$ cat src/rtl/alu_issue_ctrl_if.sv
// alu_issue_ctrl_if
//   Bundles the three buses around the ALU issue controller:
//     req_* : decode -> controller op request (valid/ready)
//     alu_* : controller <-> registered ALU (operands/opcode out, result/Zero in)
//     rsp_* : controller -> writeback/branch response (valid/ready)
//   master : the controller side (drives req_ready, alu operands, response)
//   slave  : the surrounding pipeline and ALU (drive requests, ALU outputs, rsp_ready)
interface alu_issue_ctrl_if #(
  parameter int DATA_W = 16,
  parameter int OP_W   = 3,
  parameter int TAG_W  = 3
);
  logic              req_valid;
  logic              req_ready;
  logic [DATA_W-1:0] req_a;
  logic [DATA_W-1:0] req_b;
  logic [OP_W-1:0]   req_op;
  logic [TAG_W-1:0]  req_tag;
  logic [DATA_W-1:0] alu_a;
  logic [DATA_W-1:0] alu_b;
  logic [OP_W-1:0]   alu_op;
  logic [DATA_W-1:0] alu_result;
  logic              alu_zero;
  logic              rsp_valid;
  logic              rsp_ready;
  logic [DATA_W-1:0] rsp_data;
  logic              rsp_zero;
  logic [TAG_W-1:0]  rsp_tag;

  modport master (
    input  req_valid, req_a, req_b, req_op, req_tag,
    input  alu_result, alu_zero, rsp_ready,
    output req_ready, alu_a, alu_b, alu_op,
    output rsp_valid, rsp_data, rsp_zero, rsp_tag
  );

  modport slave (
    output req_valid, req_a, req_b, req_op, req_tag,
    output alu_result, alu_zero, rsp_ready,
    input  req_ready, alu_a, alu_b, alu_op,
    input  rsp_valid, rsp_data, rsp_zero, rsp_tag
  );
endinterface

$ cat src/rtl/alu_issue_ctrl.sv
// alu_issue_ctrl
//   Issues one op at a time to a clocked ALU: accepts an op from decode, holds the
//   operands/opcode on registered outputs, waits the ALU latency, captures result and
//   Zero flag and holds them for writeback until taken. One op in flight.
// Ports
//   CLK    : clock, rising edge
//   Reset  : synchronous active-high reset, highest priority
//   flush  : squash any in-flight or held op; blocks accepts while high
//   busy   : high while an op is waiting on the ALU or its response is held
//   bus    : alu_issue_ctrl_if.master (req_*, alu_*, rsp_* groups)
module alu_issue_ctrl #(
  parameter int DATA_W  = 16,
  parameter int OP_W    = 3,
  parameter int TAG_W   = 3,
  parameter int ALU_LAT = 1
) (
  input  logic CLK,
  input  logic Reset,
  input  logic flush,
  output logic busy,
  alu_issue_ctrl_if.master bus
);

  localparam int CNT_W = (ALU_LAT > 0) ? $clog2(ALU_LAT + 1) : 1;

  typedef enum logic [1:0] {
    ST_IDLE = 2'd0,
    ST_WAIT = 2'd1,
    ST_RESP = 2'd2
  } state_t;

  state_t            state_r;
  state_t            next_state_s;
  state_t            fsm_next_s;
  logic [CNT_W-1:0]  cnt_r;
  logic [TAG_W-1:0]  tag_r;
  logic [DATA_W-1:0] alu_a_r;
  logic [DATA_W-1:0] alu_b_r;
  logic [OP_W-1:0]   alu_op_r;
  logic [DATA_W-1:0] rsp_data_r;
  logic              rsp_zero_r;
  logic [TAG_W-1:0]  rsp_tag_r;
  logic              req_ready_s;
  logic              accept_s;
  logic              capture_s;

  // Handshake and next-state decode; flush overrides the normal transition.
  always_comb begin
    req_ready_s  = 1'b0;
    accept_s     = 1'b0;
    capture_s    = 1'b0;
    fsm_next_s   = state_r;
    next_state_s = state_r;

    // A held response may be replaced on the same edge it is consumed.
    if (!Reset && !flush) begin
      req_ready_s = (state_r == ST_IDLE) || ((state_r == ST_RESP) && bus.rsp_ready);
    end else begin
      req_ready_s = 1'b0;
    end
    accept_s  = bus.req_valid && req_ready_s;
    capture_s = (state_r == ST_WAIT) && (cnt_r == CNT_W'(0)) && !flush;

    case (state_r)
      ST_IDLE: begin
        if (accept_s) begin
          fsm_next_s = ST_WAIT;
        end else begin
          fsm_next_s = ST_IDLE;
        end
      end
      ST_WAIT: begin
        if (cnt_r == CNT_W'(0)) begin
          fsm_next_s = ST_RESP;
        end else begin
          fsm_next_s = ST_WAIT;
        end
      end
      ST_RESP: begin
        if (accept_s) begin
          fsm_next_s = ST_WAIT;
        end else if (bus.rsp_ready) begin
          fsm_next_s = ST_IDLE;
        end else begin
          fsm_next_s = ST_RESP;
        end
      end
      default: begin
        fsm_next_s = ST_IDLE;
      end
    endcase

    if (flush) begin
      next_state_s = ST_IDLE;
    end else begin
      next_state_s = fsm_next_s;
    end
  end

  // State, operand, wait-counter and response registers.
  always_ff @(posedge CLK) begin
    if (Reset) begin
      state_r    <= ST_IDLE;
      cnt_r      <= CNT_W'(0);
      tag_r      <= TAG_W'(0);
      alu_a_r    <= DATA_W'(0);
      alu_b_r    <= DATA_W'(0);
      alu_op_r   <= OP_W'(0);
      rsp_data_r <= DATA_W'(0);
      rsp_zero_r <= 1'b0;
      rsp_tag_r  <= TAG_W'(0);
    end else begin
      state_r <= next_state_s;
      // Operands stay put between ops so the ALU keeps producing the same result.
      if (accept_s) begin
        alu_a_r  <= bus.req_a;
        alu_b_r  <= bus.req_b;
        alu_op_r <= bus.req_op;
        tag_r    <= bus.req_tag;
        cnt_r    <= CNT_W'(ALU_LAT);
      end else if ((state_r == ST_WAIT) && (cnt_r != CNT_W'(0))) begin
        cnt_r <= cnt_r - CNT_W'(1);
      end
      if (capture_s) begin
        rsp_data_r <= bus.alu_result;
        rsp_zero_r <= bus.alu_zero;
        rsp_tag_r  <= tag_r;
      end
    end
  end

  assign bus.req_ready = req_ready_s;
  assign bus.alu_a     = alu_a_r;
  assign bus.alu_b     = alu_b_r;
  assign bus.alu_op    = alu_op_r;
  assign bus.rsp_valid = (state_r == ST_RESP);
  assign bus.rsp_data  = rsp_data_r;
  assign bus.rsp_zero  = rsp_zero_r;
  assign bus.rsp_tag   = rsp_tag_r;
  assign busy          = (state_r != ST_IDLE);

endmodule
$ cat src/flat_wrapper.sv
// flat-port wrapper written by rule: the top's interface ports become plain ports
module alu_issue_ctrl_flat 
#(
  parameter int DATA_W  = 16,
  parameter int OP_W    = 3,
  parameter int TAG_W   = 3,
  parameter int ALU_LAT = 1
)
  (CLK, Reset, flush, busy, bus_req_valid, bus_req_a, bus_req_b, bus_req_op, bus_req_tag, bus_alu_result, bus_alu_zero, bus_rsp_ready, bus_req_ready, bus_alu_a, bus_alu_b, bus_alu_op, bus_rsp_valid, bus_rsp_data, bus_rsp_zero, bus_rsp_tag);
  alu_issue_ctrl_if #(.DATA_W(DATA_W), .OP_W(OP_W), .TAG_W(TAG_W)) bus_i ();
  input  logic CLK;
  input  logic Reset;
  input  logic flush;
  output logic busy;
  input wire logic [$bits(bus_i.req_valid)-1:0] bus_req_valid;
  input wire logic [$bits(bus_i.req_a)-1:0] bus_req_a;
  input wire logic [$bits(bus_i.req_b)-1:0] bus_req_b;
  input wire logic [$bits(bus_i.req_op)-1:0] bus_req_op;
  input wire logic [$bits(bus_i.req_tag)-1:0] bus_req_tag;
  input wire logic [$bits(bus_i.alu_result)-1:0] bus_alu_result;
  input wire logic [$bits(bus_i.alu_zero)-1:0] bus_alu_zero;
  input wire logic [$bits(bus_i.rsp_ready)-1:0] bus_rsp_ready;
  output wire logic [$bits(bus_i.req_ready)-1:0] bus_req_ready;
  output wire logic [$bits(bus_i.alu_a)-1:0] bus_alu_a;
  output wire logic [$bits(bus_i.alu_b)-1:0] bus_alu_b;
  output wire logic [$bits(bus_i.alu_op)-1:0] bus_alu_op;
  output wire logic [$bits(bus_i.rsp_valid)-1:0] bus_rsp_valid;
  output wire logic [$bits(bus_i.rsp_data)-1:0] bus_rsp_data;
  output wire logic [$bits(bus_i.rsp_zero)-1:0] bus_rsp_zero;
  output wire logic [$bits(bus_i.rsp_tag)-1:0] bus_rsp_tag;
  assign bus_i.req_valid = bus_req_valid;
  assign bus_i.req_a = bus_req_a;
  assign bus_i.req_b = bus_req_b;
  assign bus_i.req_op = bus_req_op;
  assign bus_i.req_tag = bus_req_tag;
  assign bus_i.alu_result = bus_alu_result;
  assign bus_i.alu_zero = bus_alu_zero;
  assign bus_i.rsp_ready = bus_rsp_ready;
  assign bus_req_ready = bus_i.req_ready;
  assign bus_alu_a = bus_i.alu_a;
  assign bus_alu_b = bus_i.alu_b;
  assign bus_alu_op = bus_i.alu_op;
  assign bus_rsp_valid = bus_i.rsp_valid;
  assign bus_rsp_data = bus_i.rsp_data;
  assign bus_rsp_zero = bus_i.rsp_zero;
  assign bus_rsp_tag = bus_i.rsp_tag;
  alu_issue_ctrl #(.DATA_W(DATA_W), .OP_W(OP_W), .TAG_W(TAG_W), .ALU_LAT(ALU_LAT)) u_core (.CLK(CLK), .Reset(Reset), .flush(flush), .busy(busy), .bus(bus_i));
endmodule
$ cat config.mk
export PLATFORM = sky130hd
export DESIGN_NAME = alu_issue_ctrl_flat
export DESIGN_NICKNAME = d
export VERILOG_FILES = /design/src/rtl/alu_issue_ctrl_if.sv /design/src/rtl/alu_issue_ctrl.sv /design/src/flat_wrapper.sv
export SDC_FILE = /design/constraint.sdc
export NUM_CORES = 1
export LEC_CHECK = 0
export BUFFER_PORTS_ARGS = -buffer_cell sky130_fd_sc_hd__buf_2
export CORE_UTILIZATION = 35
export DETAILED_ROUTE_END_ITERATION = 8
export PLACE_DENSITY = 0.65
export SYNTH_ARGS = -nofsm -noshare
export SYNTH_HDL_FRONTEND = slang
export SYNTH_SLANG_ARGS = --single-unit
$ cat constraint.sdc
create_clock -name CLK -period 3.1 [get_ports CLK]
set_clock_uncertainty 0.05 [all_clocks]
set_input_delay 0.465 -clock CLK [delete_from_list [all_inputs] [get_ports CLK]]
set_output_delay 0.465 -clock CLK [all_outputs]
set_load 0.01 [all_outputs]
==> results of run 1 <==
-- cell usage after synthesis, types with 2 or more instances --
cell / count / area, sq um
buf_6: 3 / 33.8
nand2_1: 42 / 158
nand3_1: 38 / 190
o21ai_1: 20 / 100
nand2b_1: 2 / 12.5
buf_2: 4 / 20.0
dfxtp_1: 61 / 1220
o21ai_0: 18 / 90.1
a21oi_1: 59 / 295
clkbuf_1: 18 / 67.6
nor2b_1: 2 / 12.5
-- worst max path at each step --
stage,to,slack (ns)
final,bus_req_ready,1.19
after global routing,bus_req_ready,1.03
after CTS,bus_req_ready,1.16
after detailed placement,u_core.bus.alu_b[9],0.98
after global placement,u_core.bus.alu_b[13],1.01
after floorplan,u_core.bus.alu_a[0],1.38
-- per-layer routing --
metal	global-route usage	up-vias	wire length, um
met5	0	-	0
met4	0.0768	0	102
met3	0.0537	10	499
met2	0.270	96	2660
met1	0.218	1045	2730
li1	-	1191	-
-- metrics by stage --
stage                     std cells  power, mW  area (sq um)
after detailed placement        453      0.955          2920
after CTS                       469       1.75          3140
after global routing            469       1.81          3140
after floorplan                 280      0.891          2310
final                           469       1.73          3140
after global placement          453      0.954          2920
-- worst max-delay path, cell delays in order (launching register included) --
cell	delay [ns]
dfxtp_1	0.43
nor2b_2	0.39
nor4_1	0.08
buf_2	0.18
-- logic make-up after synthesis --
logic type	share of synthesized area
compound gates	0.218
simple gates	0.193
flops	0.530
buf+inv	0.0597
-- registers in the layout (all words and copies together), names as in the netlist --
signal / flops
u_core.bus.rsp_tag: 3
u_core.bus.rsp_zero: 1
u_core.state_r: 2
u_core.bus.alu_op: 3
u_core.bus.rsp_data: 16
u_core.cnt_r: 1
u_core.bus.alu_b: 16
u_core.bus.alu_a: 16
u_core.tag_r: 3
-- where the power goes --
group	leakage [nW]	switching [mW]	total [mW]	internal (mW)
Sequential	0.494	0.00954	0.812	0.803
Combinational	0.760	0.0667	0.125	0.0581
Clock	0.116	0.295	0.790	0.494
-- area by class of cell --
class                      instances  area share
clock buffer                      12      0.0494
tap                               77      0.0307
timing repair buffer             123       0.201
clock inverter                     4      0.0223
sequential                        61       0.389
inverter                           1     0.00119
multi-input combinational        191       0.307
==> results.md, run 1 <==
- Worst slack at placement: 0.978 ns
- Number of enable-type register cells in the synthesized netlist: 0
- Worst voltage drop across the vdd grid: 0.000246 V
- Horizontal extent of the die: 83.2 um
- Final-layout worst hold slack: 0.326 ns
- Number of warnings reported in the yosys synthesis log: 0
- Number of DRC violations after detailed-routing iteration 0: 115
- Crit path launch type: flop
- Final-report hold violation count: 0
- First drt pass iteration count: 4
- Startpoint of the most critical setup path: u_core.state_r[1]
- Total global-route track usage: 0.173
- Antenna Violating Nets Remaining: 0
- Most common cell after layout, fill and taps aside: buf_2
- End point of the worst hold path: u_core.bus.rsp_data[2]
- Fraction of the core area covered by cells at the end of the flow: 0.495
- Pins Over Slew Limit: 0
- Slack of the worst reg-to-reg path: 1.32 ns
- Number of hold buffers added after CTS: 0
- Register cell area after layout: 0.00122 sq mm
- Initial antenna violation count: 0
- Area Overhead vs Synth: 36.2%
- Average instance area after synthesis: 8.24 sq um
- Most used DFF post-synth: dfxtp_1
- Number of rows created at floorplan: 29
- Worst Setup Path Type: flop to output port
- GP Congestion: 0.711
- Latest clock arrival within the worst-skew pair: 0.32 ns
- Sequential fraction of the synthesis area: 0.530
- Starting density of the core: 0.363
- Number of buffers added for setup after CTS: 0
- Final Setup Violations: 0
- Critical register-to-register path startpoint: u_core.state_r[0]
- Startpoint of the most critical hold path: bus_alu_result[2]
- Post-synth ARST share: 0
- Die outline height: 83.2 um
- Depth of the worst register-to-register path: 3
- Total standard cell area after synthesis: 0.00231 sq mm
- Area taken by multi-input logic gates: 965 sq um
- Worst path setup slack after routing: 1.19 ns
- Quantity of I/O buffers inserted on ports: 117
- Share of layout cells above drive strength 1: 0.365
- Pin count of the biggest net entering global routing: 39
- Leakage dissipation: 1.37 nW
- Final sum of negative setup slack: 0 ns
- Clock sink total: 61
- Fraction of the cycle the final worst path needs: 0.617
- Net Count, Synth: 340
- Arrival time at the worst endpoint: 1.40 ns
- Required time worst endpoint: 2.58 ns
- Max clock buf depth: 2
- Cell at the root of the clock tree: clkbuf_8
- Clk slew on worst S/H paths: 0.07 ns
- Vias in the first global route: 2080
- Area of the core region: 0.00635 sq mm
- Number of buffers added by the clock tree synthesis step: 9
- Top-level I/O count: 118
- Vias after detailed routing: 2342
- Achievable clock frequency: 522 MHz
- Max H-tree Level: 3
- Filler Cell Count: 619
- Final antenna diode count: 0
- Half-perimeter wire length of the detailed placement result: 4090 um
- Outcome: complete, no violations
- Setup repair after global routing missed its margin: no
- TritonCTS clock tree: done
- Number of cells produced by synthesis: 280
- Final net count: 447
- Residual DRC: 0
- Global-route wire length before repair: 9620 um
- Final Routed Wirelength: 5990 um
- Final worst path period need: 1.91 ns
- Class of the tightest hold or removal check: input pin to flop
- Total grt overflow: 0
- Total of max-cap violations: 0
- Most frequent cells in the layout: buf_2, dfxtp_1, a21oi_1
- Critical Path Fanout Max: 10
- Vias per cell: 4.99
- Cell area power density: 550 mW/mm^2
- Worst max-slew margin expressed relative to the limit: 0.540
- Post-synthesis sequential element count: 61
- Count of cells along the worst hold path: 3
- Capture instance of the worst register-to-register path: u_core.bus.rsp_data[15]
- Total die area: 0.00692 sq mm
- Type of destination of the critical path: output port
- Number of gates resized after cts: 0
- Slew of the pin with the lowest slew margin: 0.690 ns
- Synth cell types: 24
- Routed len/inst: 12.8 um
Note: power is estimated with default switching activity, not from simulation.
==> inputs of run 2 (changes only) <==
==> constraint.sdc (replaced) <==
create_clock -name CLK -period 2 [get_ports CLK]
set_clock_uncertainty 0.05 [all_clocks]
set_input_delay 0.3 -clock CLK [delete_from_list [all_inputs] [get_ports CLK]]
set_output_delay 0.3 -clock CLK [all_outputs]
set_load 0.01 [all_outputs]
==> run 2 against run 1 <==
Register-to-register slack got worse by 1.0 ns. Via count up 2.3%. First-iteration DRC count down 8.7%. Critical path type is now flop to flop. Critical endpoint is now u_core.bus.alu_b[15]. Largest cell class unchanged.
==> results.md, run 2 (synthesized netlist as in run 1, its figures left out) <==
- Required time worst endpoint: 2.15 ns (-0.43 ns)
- Final-layout worst hold slack: 0.160 ns (-0.166 ns)
- Global-route wire length before repair: 10100 um (+4.7%)
- Max H-tree Level: 3 (unchanged)
- Leakage dissipation: 1.37 nW (+0.32%)
- Net switching power: 0.556 mW (+50%)
- Int Power: 1.86 mW (+37%)
- Quantity of I/O buffers inserted on ports: 117 (unchanged)
- Final instance area: 0.00314 sq mm (about the same)
- Most frequent cells in the layout: buf_2, dfxtp_1, a21oi_1
- Latest clock arrival within the worst-skew pair: 0.32 ns (about the same)
- Critical Path Fanout Max: 38 (+28)
- Class of the tightest hold or removal check: input pin to flop
- Final antenna diode count: 0 (unchanged)
- Outcome: complete, no violations
- Number of hold buffers added after CTS: 0 (unchanged)
- Total of max-cap violations: 0 (unchanged)
- Net switching share of the total power: 0.230 (+0.0153)
- Share of layout cells above drive strength 1: 0.368 (+0.00363)
- Final cell count without fillers: 476 (+1.5%)
- Residual DRC: 0 (unchanged)
- Fraction of the cycle the final worst path needs: 0.839
- Arrival time at the worst endpoint: 1.83 ns (+0.43 ns)
- Placed instance area: 0.00297 sq mm (+1.8%)
- Vias after detailed routing: 2395 (+2.3%)
- Post-layout total power: 2.41 mW (+40%)
- Fraction of power consumed by the clock network: 0.395 (-0.062)
- TritonCTS clock tree: done
- Number of buffers added for setup after CTS: 0 (unchanged)
- Worst slack at placement: 0.287 ns (-0.692 ns)
- Horizontal extent of the die: 83.2 um (unchanged)
- Total die area: 0.00692 sq mm (unchanged)
- Number of rows created at floorplan: 29 (unchanged)
- Post-placement cell count: 460 (+1.5%)
- Worst max-slew margin expressed relative to the limit: 0.740 (+0.200)
- GP Congestion: 0.716 (+0.77%)
- Area Overhead vs Synth: 36.2% (about the same)
- Final Setup Violations: 0 (unchanged)
- Routed len/inst: 13.1 um (+2.7%)
- Worst voltage drop across the vdd grid: 0.000360 V (+46%)
- Clk slew on worst S/H paths: 0.07 ns (about the same)
- CP top delay family: simple AND/OR/NAND/NOR gates
- Max stage delay cell, worst path: or4b_4
- Crit path launch type: flop
- Cell at the root of the clock tree: clkbuf_8
- Pins Over Slew Limit: 0 (unchanged)
- Most common cell after layout, fill and taps aside: buf_2
- Crit-path max cell delay: 0.77 ns (+0.34 ns)
- Final net count: 454 (+1.6%)
- Final Routed Wirelength: 6250 um (+4.3%)
- First drt pass iteration count: 4 (unchanged)
- Final worst path period need: 1.68 ns
- Final-report hold violation count: 0 (unchanged)
- Part of the power in combinational logic: 0.083 (+0.011)
- Slew of the pin with the lowest slew margin: 0.390 ns (-0.300 ns)
- Max clock buf depth: 2 (unchanged)
- Antenna Violating Nets Remaining: 0 (unchanged)
- Setup repair after global routing missed its margin: no
- Starting density of the core: 0.363 (unchanged)
- Pin count of the biggest net entering global routing: 39 (unchanged)
- Number of DRC violations after detailed-routing iteration 0: 105 (-8.7%)
- Half-perimeter wire length of the detailed placement result: 4200 um (+2.8%)
- Clock sink total: 61 (unchanged)
- Fraction of the core area covered by cells at the end of the flow: 0.495 (about the same)
- Type of destination of the critical path: flop
- Worst path setup slack after routing: 0.322 ns (-0.864 ns)
- Die outline height: 83.2 um (unchanged)
- Initial antenna violation count: 0 (unchanged)
- Top-level I/O count: 118 (unchanged)
- Worst Setup Path Type: flop to flop
- Vias per cell: 5.03 (+0.76%)
- Achievable clock frequency: 596 MHz
- Number of gates resized after cts: 0 (unchanged)
- Number of buffer and inverter instances along the worst setup path: 0 (-1)
- Vias in the first global route: 2124 (+2.1%)
- Final sum of negative setup slack: 0 ns (unchanged)
- Cell area power density: 768 mW/mm^2 (+40%)
- Area of the core region: 0.00635 sq mm (unchanged)
- Total grt overflow: 0 (unchanged)
- Sequential cell fraction of total power: 0.522 (+0.052)
- Number of buffers added by the clock tree synthesis step: 9 (unchanged)
- Cell-by-cell trace of the critical path: or4b_4 > o21ai_0 > a21oi_1
- Total global-route track usage: 0.181 (+0.00881)
run 2: cell count changes in the layout (fill, tap and decap cells not counted), sizes merged:
cell	previous run	this run
clkinv	2	1
bufinv	2	0
clkbuf	12	15
buf	123	130
run 2: final timing paths:
path | startpoint | to | slack (ns) | cells after the start
setup / recovery | u_core.state_r[0] | u_core.bus.alu_b[15] | 0.32 | 3
hold reg to reg | u_core.tag_r[0] | u_core.bus.rsp_tag[0] | 0.40 | 2
hold / removal | bus_alu_result[10] | u_core.bus.rsp_data[10] | 0.16 | 3
setup reg to reg | u_core.state_r[0] | u_core.bus.alu_b[15] | 0.32 | 3
run 2: power by group through the flow:
stage | Sequential, mW | Combinational, mW | Clock (mW)
floorplan | 1.30 | 0.0835 | 0
global placement | 1.29 | 0.198 | 0
detailed placement | 1.29 | 0.200 | 0
CTS | 1.26 | 0.201 | 0.985
global route | 1.26 | 0.221 | 1.06
finish | 1.26 | 0.199 | 0.953
run 2: area by class of cell:
type / instances / area, sq um
Clock inverter: 1 / 5.00
Tap cell: 77 / 96.3
Fill cell: 651 / 3210
Timing Repair Buffer: 130 / 683
Multi-Input combinational cell: 191 / 965
Inverter: 1 / 3.75
Sequential cell: 61 / 1220
Clock buffer: 15 / 166
run 2: metal layers:
| layer | share of wire | wire length, um | vias to the layer above | GRT usage |
|---|---|---|---|---|
| li1 | - | - | 1205 | - |
| met1 | 0.46 | 2890 | 1091 | 0.247 |
| met2 | 0.45 | 2840 | 93 | 0.259 |
| met3 | 0.072 | 447 | 6 | 0.0616 |
| met4 | 0.012 | 74 | 0 | 0.0815 |
| met5 | 0 | 0 | - | 0 |
run 2: tightest hold or removal path: cells and delay by family:
family          cells  cell delay [ns]
simple gates        1             0.04
buf+inv             1             0.09
compound gates      1             0.05
==> inputs of run 3 (changes only) <==
--- a/config.mk
+++ b/config.mk
@@ -8,7 +8,7 @@
 export BUFFER_PORTS_ARGS = -buffer_cell sky130_fd_sc_hd__buf_2
 export CORE_UTILIZATION = 35
 export DETAILED_ROUTE_END_ITERATION = 8
-export PLACE_DENSITY = 0.65
+export PLACE_DENSITY = 0.68
 export SYNTH_ARGS = -nofsm -noshare
 export SYNTH_HDL_FRONTEND = slang
 export SYNTH_SLANG_ARGS = --single-unit
==> constraint.sdc (replaced) <==
create_clock -name CLK -period 1.5 [get_ports CLK]
set_clock_uncertainty 0.05 [all_clocks]
set_input_delay 0.225 -clock CLK [delete_from_list [all_inputs] [get_ports CLK]]
set_output_delay 0.225 -clock CLK [all_outputs]
set_load 0.01 [all_outputs]
==> run 3 against run 2 <==
Worst hold slack worse by 0.076 ns. The run now ends with negative setup slack left. Largest cell class unchanged. Via count grew 0.13%. Setup slack worse by 0.32 ns. Sequential power grew 33%. Design area increased by 5.5%. Non-clock buffer count grew 8. Sequential share of layout area down 2.0 points. Global-route usage is 1.0 points higher.
==> results.md, run 3 (synthesized netlist as in run 1, its figures left out) <==
- Total die area: 0.00692 sq mm (unchanged)
- Vias after detailed routing: 2398 (+0.13%)
- Placed instance area: 0.00304 sq mm (+2.2%)
- First drt pass iteration count: 4 (unchanged)
- Worst path setup slack after routing: -0.00195 ns (-0.324 ns)
- Clock sink total: 61 (unchanged)
- Required time worst endpoint: 1.22 ns (-0.93 ns)
- Cell at the root of the clock tree: clkbuf_8
- Half-perimeter wire length of the detailed placement result: 4380 um (+4.1%)
- Class of the tightest hold or removal check: input pin to flop
- Final sum of negative setup slack: -0.00195 ns (-0.00195 ns)
- Count of cells along the worst hold path: 3 (unchanged)
- Share of layout cells above drive strength 1: 0.401 (+0.0331)
- Outcome: complete, but fails checks
- Antenna Violating Nets Remaining: 0 (unchanged)
- Number of rows created at floorplan: 29 (unchanged)
- Pins Over Slew Limit: 0 (unchanged)
- Final-layout worst hold slack: 0.0842 ns (-0.0759 ns)
- Latest clock arrival within the worst-skew pair: 0.33 ns (about the same)
- Quantity of I/O buffers inserted on ports: 117 (unchanged)
- Number of DRC violations after detailed-routing iteration 0: 77 (-27%)
- Total of max-cap violations: 0 (unchanged)
- Cell area power density: 1070 mW/mm^2 (+39%)
- Pin count of the biggest net entering global routing: 57 (+46%)
- Failing checks: negative setup slack
- Top-level I/O count: 118 (unchanged)
- Total grt overflow: 0 (unchanged)
- Fraction of the cycle the final worst path needs: 1.00
- Most common cell after layout, fill and taps aside: buf_2
- Slack of the worst reg-to-reg path: 0.01 ns (-0.31 ns)
- Final antenna diode count: 0 (unchanged)
- Final Routed Wirelength: 6380 um (+2.1%)
- Worst Setup Path Type: flop to output port
- Worst max-slew margin expressed relative to the limit: 0.613 (-0.127)
- Critical Path Fanout Max: 7 (-82%)
- Number of buffers added by the clock tree synthesis step: 9 (unchanged)
- Die outline height: 83.2 um (unchanged)
- Global-route wire length before repair: 10700 um (+6.6%)
- Routed len/inst: 13.2 um (+0.65%)
- Max H-tree Level: 3 (unchanged)
- Most frequent cells in the layout: buf_2, a21oi_1, dfxtp_1
- Clk slew on worst S/H paths: 0.07 ns (about the same)
- Worst voltage drop across the vdd grid: 0.000513 V (+43%)
- Vias in the first global route: 2320 (+9.2%)
- Area Overhead vs Synth: 43.7%
- Final net count: 462 (+1.8%)
- TritonCTS clock tree: done
- Slew of the pin with the lowest slew margin: 0.580 ns (+0.190 ns)
- Final worst path period need: 1.50 ns
- GP Congestion: 0.783 (+9.2%)
- Max clock buf depth: 2 (unchanged)
- Initial antenna violation count: 0 (unchanged)
- Total global-route track usage: 0.192 (+0.0103)
- Crit path launch type: flop
- Residual DRC: 0 (unchanged)
- Leakage dissipation: 1.45 nW (+5.6%)
- Depth of the worst register-to-register path: 4 (+1)
- Worst slack at placement: -0.0232 ns (-0.310 ns)
- Final Setup Violations: 1 (+1)
- Post-placement cell count: 467 (+1.5%)
- Area of the core region: 0.00635 sq mm (unchanged)
- Arrival time at the worst endpoint: 1.23 ns (-0.60 ns)
- Fraction of the core area covered by cells at the end of the flow: 0.522 (+0.0274)
- Setup repair after global routing missed its margin: yes
- Final instance area: 0.00331 sq mm (+5.5%)
- Final-report hold violation count: 0 (unchanged)
- Achievable clock frequency: 666 MHz
- Post-layout total power: 3.54 mW (+47%)
- Number of hold buffers added after CTS: 0 (unchanged)
- Final cell count without fillers: 483 (+1.5%)
- Starting density of the core: 0.363 (unchanged)
- Vias per cell: 4.96 (-1.3%)
- Horizontal extent of the die: 83.2 um (unchanged)
- Type of destination of the critical path: output port
run 3: layout make-up:
cell class                      count  area, sq um
Clock buffer                       11          141
Clock inverter                      4         72.6
Fill cell                         622         3040
Inverter                            1         3.75
Multi-Input combinational cell    191          985
Sequential cell                    61         1220
Tap cell                           77         96.3
Timing Repair Buffer              138          792
run 3: power breakdown:
part           internal [mW]  switching [mW]  leakage (nW)
logic                  0.142           0.149         0.851
registers               1.66          0.0187         0.495
clock network          0.969           0.603         0.105
total                   2.77           0.770          1.45
run 3: path summary, 6_finish.rpt:
kind | to | start
worst max-delay path | bus_req_ready | u_core.state_r[1]
worst min-delay path | u_core.bus.rsp_data[13] | bus_alu_result[13]
worst max register to register | u_core.tag_r[2] | u_core.state_r[0]
worst min register to register | u_core.bus.rsp_data[6] | u_core.bus.rsp_data[6]
run 3: worst max-delay path, cell delays in order, from the launching register on:
cell,delay (ns)
dfxtp_2,0.32
buf_6,0.12
nor2b_4,0.13
nor4_1,0.15
buf_2,0.18
run 3: routing by layer:
metal,GRT usage,vias up,share of wire
met2,0.330,74,0.47
met4,0.0846,0,0.017
met5,0,-,0
li1,-,1221,-
met3,0.0447,9,0.059
met1,0.227,1094,0.45
run 3: timing repair:
action                                 4_1_cts  5_1_grt
resized for setup                            6       20
setup endpoints to repair                   16       54
buffers inserted                             0        1
endpoints found under the hold margin        0        0
pin swaps                                    0        1
